`src/rtl/eq_pkg.sv`:
```
// Shared audio-path types and defaults for the equalizer output stage.
package eq_pkg;

    localparam int AUDIO_SAMPLE_W     = 16;
    localparam int I2S_SLOT_W_DEFAULT = 32;

    typedef logic signed [AUDIO_SAMPLE_W-1:0] audio_sample_t;

endpackage

```
`src/rtl/i2s_transmitter_if.sv`:
```
// Sample handshake between the equalizer (master) and the I2S transmitter (slave).
interface i2s_transmitter_if
    import eq_pkg::*;
#(
    parameter int SAMPLE_W = AUDIO_SAMPLE_W
);

    logic signed [SAMPLE_W-1:0] in_sample;
    logic                       in_valid;
    logic                       in_ready;

    modport master (
        output in_sample,
        output in_valid,
        input  in_ready
    );

    modport slave (
        input  in_sample,
        input  in_valid,
        output in_ready
    );

endinterface

```
`src/rtl/i2s_clk_gen.sv`:
```
// Purpose: divides clk into the I2S bit clock and flags each BCLK falling edge.
// Latency: i2s_bclk toggles on the edge ending each CLK_DIV-cycle half period.
// Backpressure: none; free-running while reset is high.
module i2s_clk_gen
    import eq_pkg::*;
#(
    parameter int CLK_DIV = 4
) (
    input  logic clk,
    input  logic reset,
    output logic i2s_bclk,
    output logic bclk_fall
);

    localparam int DIV_W = (CLK_DIV > 1) ? $clog2(CLK_DIV) : 1;

    logic [DIV_W-1:0] div_cnt;
    logic             div_wrap;

    assign div_wrap = (div_cnt == DIV_W'(CLK_DIV - 1));
    // High on the cycle whose closing edge drives BCLK 1->0.
    assign bclk_fall = div_wrap && i2s_bclk;

    always_ff @(posedge clk) begin
        if (!reset) begin
            div_cnt  <= '0;
            i2s_bclk <= 1'b0;
        end else if (div_wrap) begin
            div_cnt  <= '0;
            i2s_bclk <= ~i2s_bclk;
        end else begin
            div_cnt  <= div_cnt + DIV_W'(1);
        end
    end

endmodule

```
`src/rtl/i2s_transmitter.sv`:
```
// Purpose: serialises one buffered mono sample into both I2S slots of a frame
//   (define I2S_LEFT_JUSTIFIED_EN for left-justified instead of one-bit-delay I2S).
// Latency: a sample accepted before a frame start goes out in that frame.
// Backpressure: one-deep holding register; in_ready low while it is full.
module i2s_transmitter
    import eq_pkg::*;
#(
    parameter int SAMPLE_W = AUDIO_SAMPLE_W,
    parameter int SLOT_W   = I2S_SLOT_W_DEFAULT,
    parameter int CLK_DIV  = 4
) (
    input  logic              clk,
    input  logic              reset,
    i2s_transmitter_if.slave  in_if,
    output logic              i2s_bclk,
    output logic              i2s_lrclk,
    output logic              i2s_sdata,
    output logic              underrun
);

    localparam int FRAME_BITS = 2 * SLOT_W;
    localparam int CNT_W      = $clog2(FRAME_BITS);

    logic                       bclk_fall;
    logic [CNT_W-1:0]           bit_cnt;
    logic [CNT_W-1:0]           bit_cnt_nxt;
    logic signed [SAMPLE_W-1:0] hold_q;
    logic signed [SAMPLE_W-1:0] frame_q;
    logic signed [SAMPLE_W-1:0] frame_nxt;
    logic                       ready_q;
    logic                       hold_full;
    logic                       hold_full_nxt;
    logic                       accept;
    logic                       frame_start;

    i2s_clk_gen #(
        .CLK_DIV (CLK_DIV)
    ) u_clk_gen (
        .clk       (clk),
        .reset     (reset),
        .i2s_bclk  (i2s_bclk),
        .bclk_fall (bclk_fall)
    );

    // Serial bit for position cnt within the frame; both slots map identically.
    function automatic logic slot_bit(input logic [SAMPLE_W-1:0] word,
                                      input logic [CNT_W-1:0]    cnt);
        int                  p;
        logic [SAMPLE_W-1:0] sh;
        p        = (int'(cnt) >= SLOT_W) ? int'(cnt) - SLOT_W : int'(cnt);
        sh       = '0;
        slot_bit = 1'b0;
`ifdef I2S_LEFT_JUSTIFIED_EN
        if (p < SAMPLE_W) begin
            sh       = word << p;
            slot_bit = sh[SAMPLE_W-1];
        end
`else
        if (p >= 1 && p <= SAMPLE_W) begin
            sh       = word << (p - 1);
            slot_bit = sh[SAMPLE_W-1];
        end
`endif
    endfunction

    assign hold_full      = !ready_q;
    assign in_if.in_ready = ready_q;
    assign accept         = in_if.in_valid && ready_q;
    assign frame_start    = bclk_fall && (bit_cnt == CNT_W'(FRAME_BITS - 1));
    assign bit_cnt_nxt    = frame_start ? '0 : bit_cnt + CNT_W'(1);

    // A frame-start load always takes the old hold content; a same-cycle
    // transfer then refills hold for the following frame.
    always_comb begin
        frame_nxt     = frame_q;
        hold_full_nxt = hold_full || accept;
        if (frame_start) begin
            frame_nxt     = hold_full ? hold_q : '0;
            hold_full_nxt = accept;
        end
    end

    always_ff @(posedge clk) begin
        if (!reset) begin
            bit_cnt   <= '0;
            hold_q    <= '0;
            frame_q   <= '0;
            ready_q   <= 1'b1;
            i2s_lrclk <= 1'b0;
            i2s_sdata <= 1'b0;
            underrun  <= 1'b0;
        end else begin
            underrun <= frame_start && !hold_full;
            ready_q  <= !hold_full_nxt;
            if (accept) begin
                hold_q <= in_if.in_sample;
            end
            if (bclk_fall) begin
                bit_cnt   <= bit_cnt_nxt;
                frame_q   <= frame_nxt;
                i2s_lrclk <= (bit_cnt_nxt >= CNT_W'(SLOT_W));
                i2s_sdata <= slot_bit(frame_nxt, bit_cnt_nxt);
            end
        end
    end

endmodule

```
`src/flat_wrapper.sv`:
```
// flat-port wrapper written by rule: the top's interface ports become plain ports
module i2s_transmitter_flat import eq_pkg::*;
#(
    parameter int SAMPLE_W = AUDIO_SAMPLE_W,
    parameter int SLOT_W   = I2S_SLOT_W_DEFAULT,
    parameter int CLK_DIV  = 4
)
  (clk, reset, i2s_bclk, i2s_lrclk, i2s_sdata, underrun, in_if_in_sample, in_if_in_valid, in_if_in_ready);
  i2s_transmitter_if #(.SAMPLE_W(SAMPLE_W)) in_if_i ();
  input  logic clk;
  input  logic reset;
  output logic i2s_bclk;
  output logic i2s_lrclk;
  output logic i2s_sdata;
  output logic underrun;
  input wire logic [$bits(in_if_i.in_sample)-1:0] in_if_in_sample;
  input wire logic [$bits(in_if_i.in_valid)-1:0] in_if_in_valid;
  output wire logic [$bits(in_if_i.in_ready)-1:0] in_if_in_ready;
  assign in_if_i.in_sample = in_if_in_sample;
  assign in_if_i.in_valid = in_if_in_valid;
  assign in_if_in_ready = in_if_i.in_ready;
  i2s_transmitter #(.SAMPLE_W(SAMPLE_W), .SLOT_W(SLOT_W), .CLK_DIV(CLK_DIV)) u_core (.clk(clk), .reset(reset), .in_if(in_if_i), .i2s_bclk(i2s_bclk), .i2s_lrclk(i2s_lrclk), .i2s_sdata(i2s_sdata), .underrun(underrun));
endmodule
```
`config.mk`:
```
export PLATFORM = sky130hd
export DESIGN_NAME = i2s_transmitter_flat
export DESIGN_NICKNAME = d
export VERILOG_FILES = /design/src/rtl/eq_pkg.sv /design/src/rtl/i2s_transmitter_if.sv /design/src/rtl/i2s_clk_gen.sv /design/src/rtl/i2s_transmitter.sv /design/src/flat_wrapper.sv
export SDC_FILE = /design/constraint.sdc
export NUM_CORES = 1
export LEC_CHECK = 0
export ABC_AREA = 1
export CAP_MARGIN = 25
export CORE_MARGIN = 1.5
export CORE_UTILIZATION = 55
export CTS_CLUSTER_DIAMETER = 150
export DETAILED_ROUTE_END_ITERATION = 8
export DONT_BUFFER_PORTS = 1
export GPL_TIMING_DRIVEN = 0
export PLACE_DENSITY = 0.75
export SYNTH_ARGS = -nofsm -noshare
export SYNTH_HDL_FRONTEND = slang
export SYNTH_SLANG_ARGS = --single-unit
```
`constraint.sdc`:
```
create_clock -name clk -period 3 [get_ports clk]
set_clock_uncertainty 0.2 [all_clocks]
set_input_delay 0.3 -clock clk [delete_from_list [all_inputs] [get_ports clk]]
set_output_delay 0.3 -clock clk [all_outputs]
set_load 0.03 [all_outputs]
```
==> summary.md <==
| Metric | Value |
|---|---|
| Vias | `2,072` |
| Final Cycle Share | `0.925` |
| Outcome | `finished clean` |
| XOR/XNOR Fraction of Synth Area | `0.0185` |
| Most used flip-flop cell after synthesis | `dfxtp_1` |
| Vias per inst | `5.10` |
| Worst Slack Setup Final | `between 0.2 and 0.25 ns` |
| Clock Path Buffers | `2` |
| Min cycle time layout | `2.78 ns` |
| Worst Hold Class | `in2reg` |
| Hold Path Origin | `in_if_in_sample[14]` |
| Clock Sinks | `45` |
| H-Tree Depth | `2` |
| Antenna-violating nets left | `0` |
| Yosys top cell by area | `dfxtp_1` |
| Commonest cells post-synth | `nand2_1, dfxtp_1, nor2_1, inv_1, a21oi_1` |
| Sw frac | `0.239` |
| Minimum hold slack | `0.000946 ns` |
| Worst slack at placement | `around 0.074 ns` |
| IO Count | `24` |
| NetSw | `264 uW` |
| Avg WL per Cell | `11.7 um` |
| Row count | `23` |
| First-pass GRT wire length | `7790 um` |
| Slew Viols, Final | `0` |
| Vias in the first global route | `between 1,500 and 2,000` |
| DRT Wirelength | `4740 um` |
| Hold Violations, Final | `0` |
| Worst slew pin tran | `~0.52 ns` |
| Area grow syn2layout | `15.8%` |
| Cts bufs inserted | `5` |
| Post-Synth Simple-Gate Area | `0.333` |
| Worst-skew pair later-pin latency | `0.29 ns` |
| CTS tree | `yes` |
| Synth Area in Adders | `0.0707` |
| Starting Density | `0.576` |
| Seq/Total Area, Yosys | `0.391` |
| Critical R2R Launch | `u_core.bit_cnt[0]$_SDFFE_PN0P_` |
| RSZ-0062 raised after global routing | `false` |
| Fraction of layout cells with a size suffix above 1 | `0.0955` |
| Pint | `about 840 uW` |
| DIE HEIGHT | `67.7 um` |
| Top cell type's share of synthesized area | `0.391` |
| Fillers | `339` |
| CP Class | `reg2reg` |
| Final #Nets | `between 300 and 400` |
| Worst vdd ir | `0.000339 V` |
| Synth top area cells | `dfxtp_1, nand2_1, nor2_1` |
| WP data arrival | `between 2 and 3 ns` |
| Tot GR Track Use | `0.225` |
| Synthesized area per cell | `approximately 7.1 um2` |
| Synthesis-stage register bit count | `45` |
| Compound-Gate Fraction of Synth Area | `0.105` |
| Clk slew on worst S/H paths | `0.08 ns` |
| Die area | `around 0.0046 mm2` |
| Post-synthesis cell area | `0.00230 mm2` |
| Logic pwr share | `0.082` |
| Root Driver | `clkbuf_8` |
| CP Data Required Time | `2.99 ns` |
| Area post-placement | `0.00239 mm2` |
| Startpoint types | `register` |
| Critical path origin | `u_core.bit_cnt[0]$_SDFFE_PN0P_` |
| Finished Cell Area | `0.00267 mm2` |
| Clk pwr share | `0.343` |
| GP Congestion | `0.850` |
| Ys Warns | `0` |
| Main combinational cell family by area after synthesis | `simple AND/OR/NAND/NOR gates` |
| Leak Pwr | `0.00112 uW` |
| Core area | `0.00400 mm2` |
| Sequential share of power | `0.575` |
| Grt total ovfl | `0` |
| CP endpoint kind | `register` |
| Drt pass-1 iters | `4` |
| Asr flop ratio synth | `0` |
| Max-cap violation count | `0` |
| Maximum fanout along the worst path | `9` |
| # diodes | `0` |
| DRC viols | `0` |
| Final setup fails | `0` |
| Number of enable flip-flop cells after synthesis | `0` |
| Gate Count Post-Synth | `326` |
| Count leader, synth | `nand2_1` |
| Peak Freq | `about 360 MHz` |
| Post-synthesis mux area share | `0` |
| PD cells | `414 mW/mm2` |
| Initial antenna violation count | `0` |
| 1st-iter DRT viols | `54` |
| Die width | `67.7 um` |
| Port Buffers | `0` |
| Post-synth cell types | `31` |
| Largest net degree at the start of global routing | `14` |
| Slew Limit Headroom | `0.653` |
| Post-DP HPWL | `approximately 3400 um` |
| Setup TNS | `0 ns` |
-- registers in the layout (all words and copies together) (netlist names) --
name,count
u_core.frame_q,16
u_core.hold_q,16
u_core.bit_cnt,6
u_core.u_clk_gen.div_cnt,2
u_core.i2s_lrclk,1
u_core.i2s_sdata,1
u_core.in_if.in_ready,1
u_core.u_clk_gen.i2s_bclk,1
u_core.underrun,1
-- path summary, 6_finish.rpt --
| check | to | slack, ns | cells after the start |
|---|---|---|---|
| setup / recovery | u_core.i2s_sdata$_SDFFE_PN0P_ | 0.22 | 18 |
| hold / removal | u_core.hold_q[14]$_SDFFE_PN0P_ | 0.0009 | 2 |
| setup reg to reg | u_core.i2s_sdata$_SDFFE_PN0P_ | 0.22 | 18 |
| hold reg to reg | u_core.u_clk_gen.div_cnt[0]$_SDFF_PP0_ | 0.23 | 1 |
-- cell type report --
type                    count  area, um2  share of cell area
plain buffers              14       63.8              0.0239
clock buffers               6       82.6              0.0310
clock inverters             1       7.51             0.00282
inverters                  32        124              0.0465
multi-input cells         243       1280               0.480
flip-flops and latches     45        903               0.339
well taps                  50       62.6              0.0235
repair buffers             15        143              0.0535
-- cells in the final DEF, fill, tap and decap left out, drive strengths merged --
master        n
ha           13
o211ai        1
nand3b        7
conb          9
nand3        17
nand4        11
buf           8
dfxtp        45
xnor2         3
nand2        81
o21ai        20
clkbuf       15
o22ai         4
inv          31
dlygate4sd3  12
clkinvlp      2
a21oi        21
nor2         47
nor3b         4
xor2          1
nor3          4
-- cells by family (layout without fill, tap and decap cells) --
kind of cell,count (synthesis),count (layout)
xor gates and xnor gates,4,4
other,1,9
AOI/OAI and AO/OA,46,46
DFF,45,45
buffers and inverters,46,68
adders and majority gates,13,13
and+or+nand+nor,171,171
-- worst max-delay path, cell delays in order, from the launching register on --
cell and delay, ns:
dfxtp_2 0.39, ha_2 0.23, nand2_2 0.08, nor2_4 0.18
nand2_4 0.13, a21oi_2 0.19, nand2_1 0.14, nor2_4 0.18
inv_1 0.05, ha_1 0.17, clkbuf_1 0.09, ha_1 0.26
nor3b_1 0.04, nand3_1 0.06, nor2_1 0.04, nand2_1 0.07
nor3_2 0.05, nand3_1 0.07, nand2_1 0.05
-- power groups by stage --
stage	Clock, uW	Sequential, uW	Combinational, uW
global placement	0	648	74.5
CTS	384	635	88.4
detailed placement	0	649	76.3
floorplan	0	646	61.5
finish	378	635	90.7
global route	405	637	105
-- layer usage --
metal  wire length (um)  track usage
met3                176       0.0317
met4                 63       0.0663
met2               2350        0.414
met5                  0            0
met1               2160        0.268
-- metrics by stage --
| step | std cells | power [uW] | util |
|---|---|---|---|
| finish | 406 | 1100 | 0.667 |
| global placement | 384 | 723 | 0.599 |
| global route | 406 | 1150 | 0.667 |
| CTS | 403 | 1110 | 0.651 |
| floorplan | 334 | 708 | - |
| detailed placement | 384 | 725 | 0.599 |
-- timing repair --
item / in CTS / in global routing
resized for setup: 0 / 11
hold endpoints to repair: 12 / 0
setup endpoints to repair: 0 / 1
hold buffers: 12 / 0
buffers inserted: 0 / 3
Note: power is estimated with default switching activity, not from simulation.
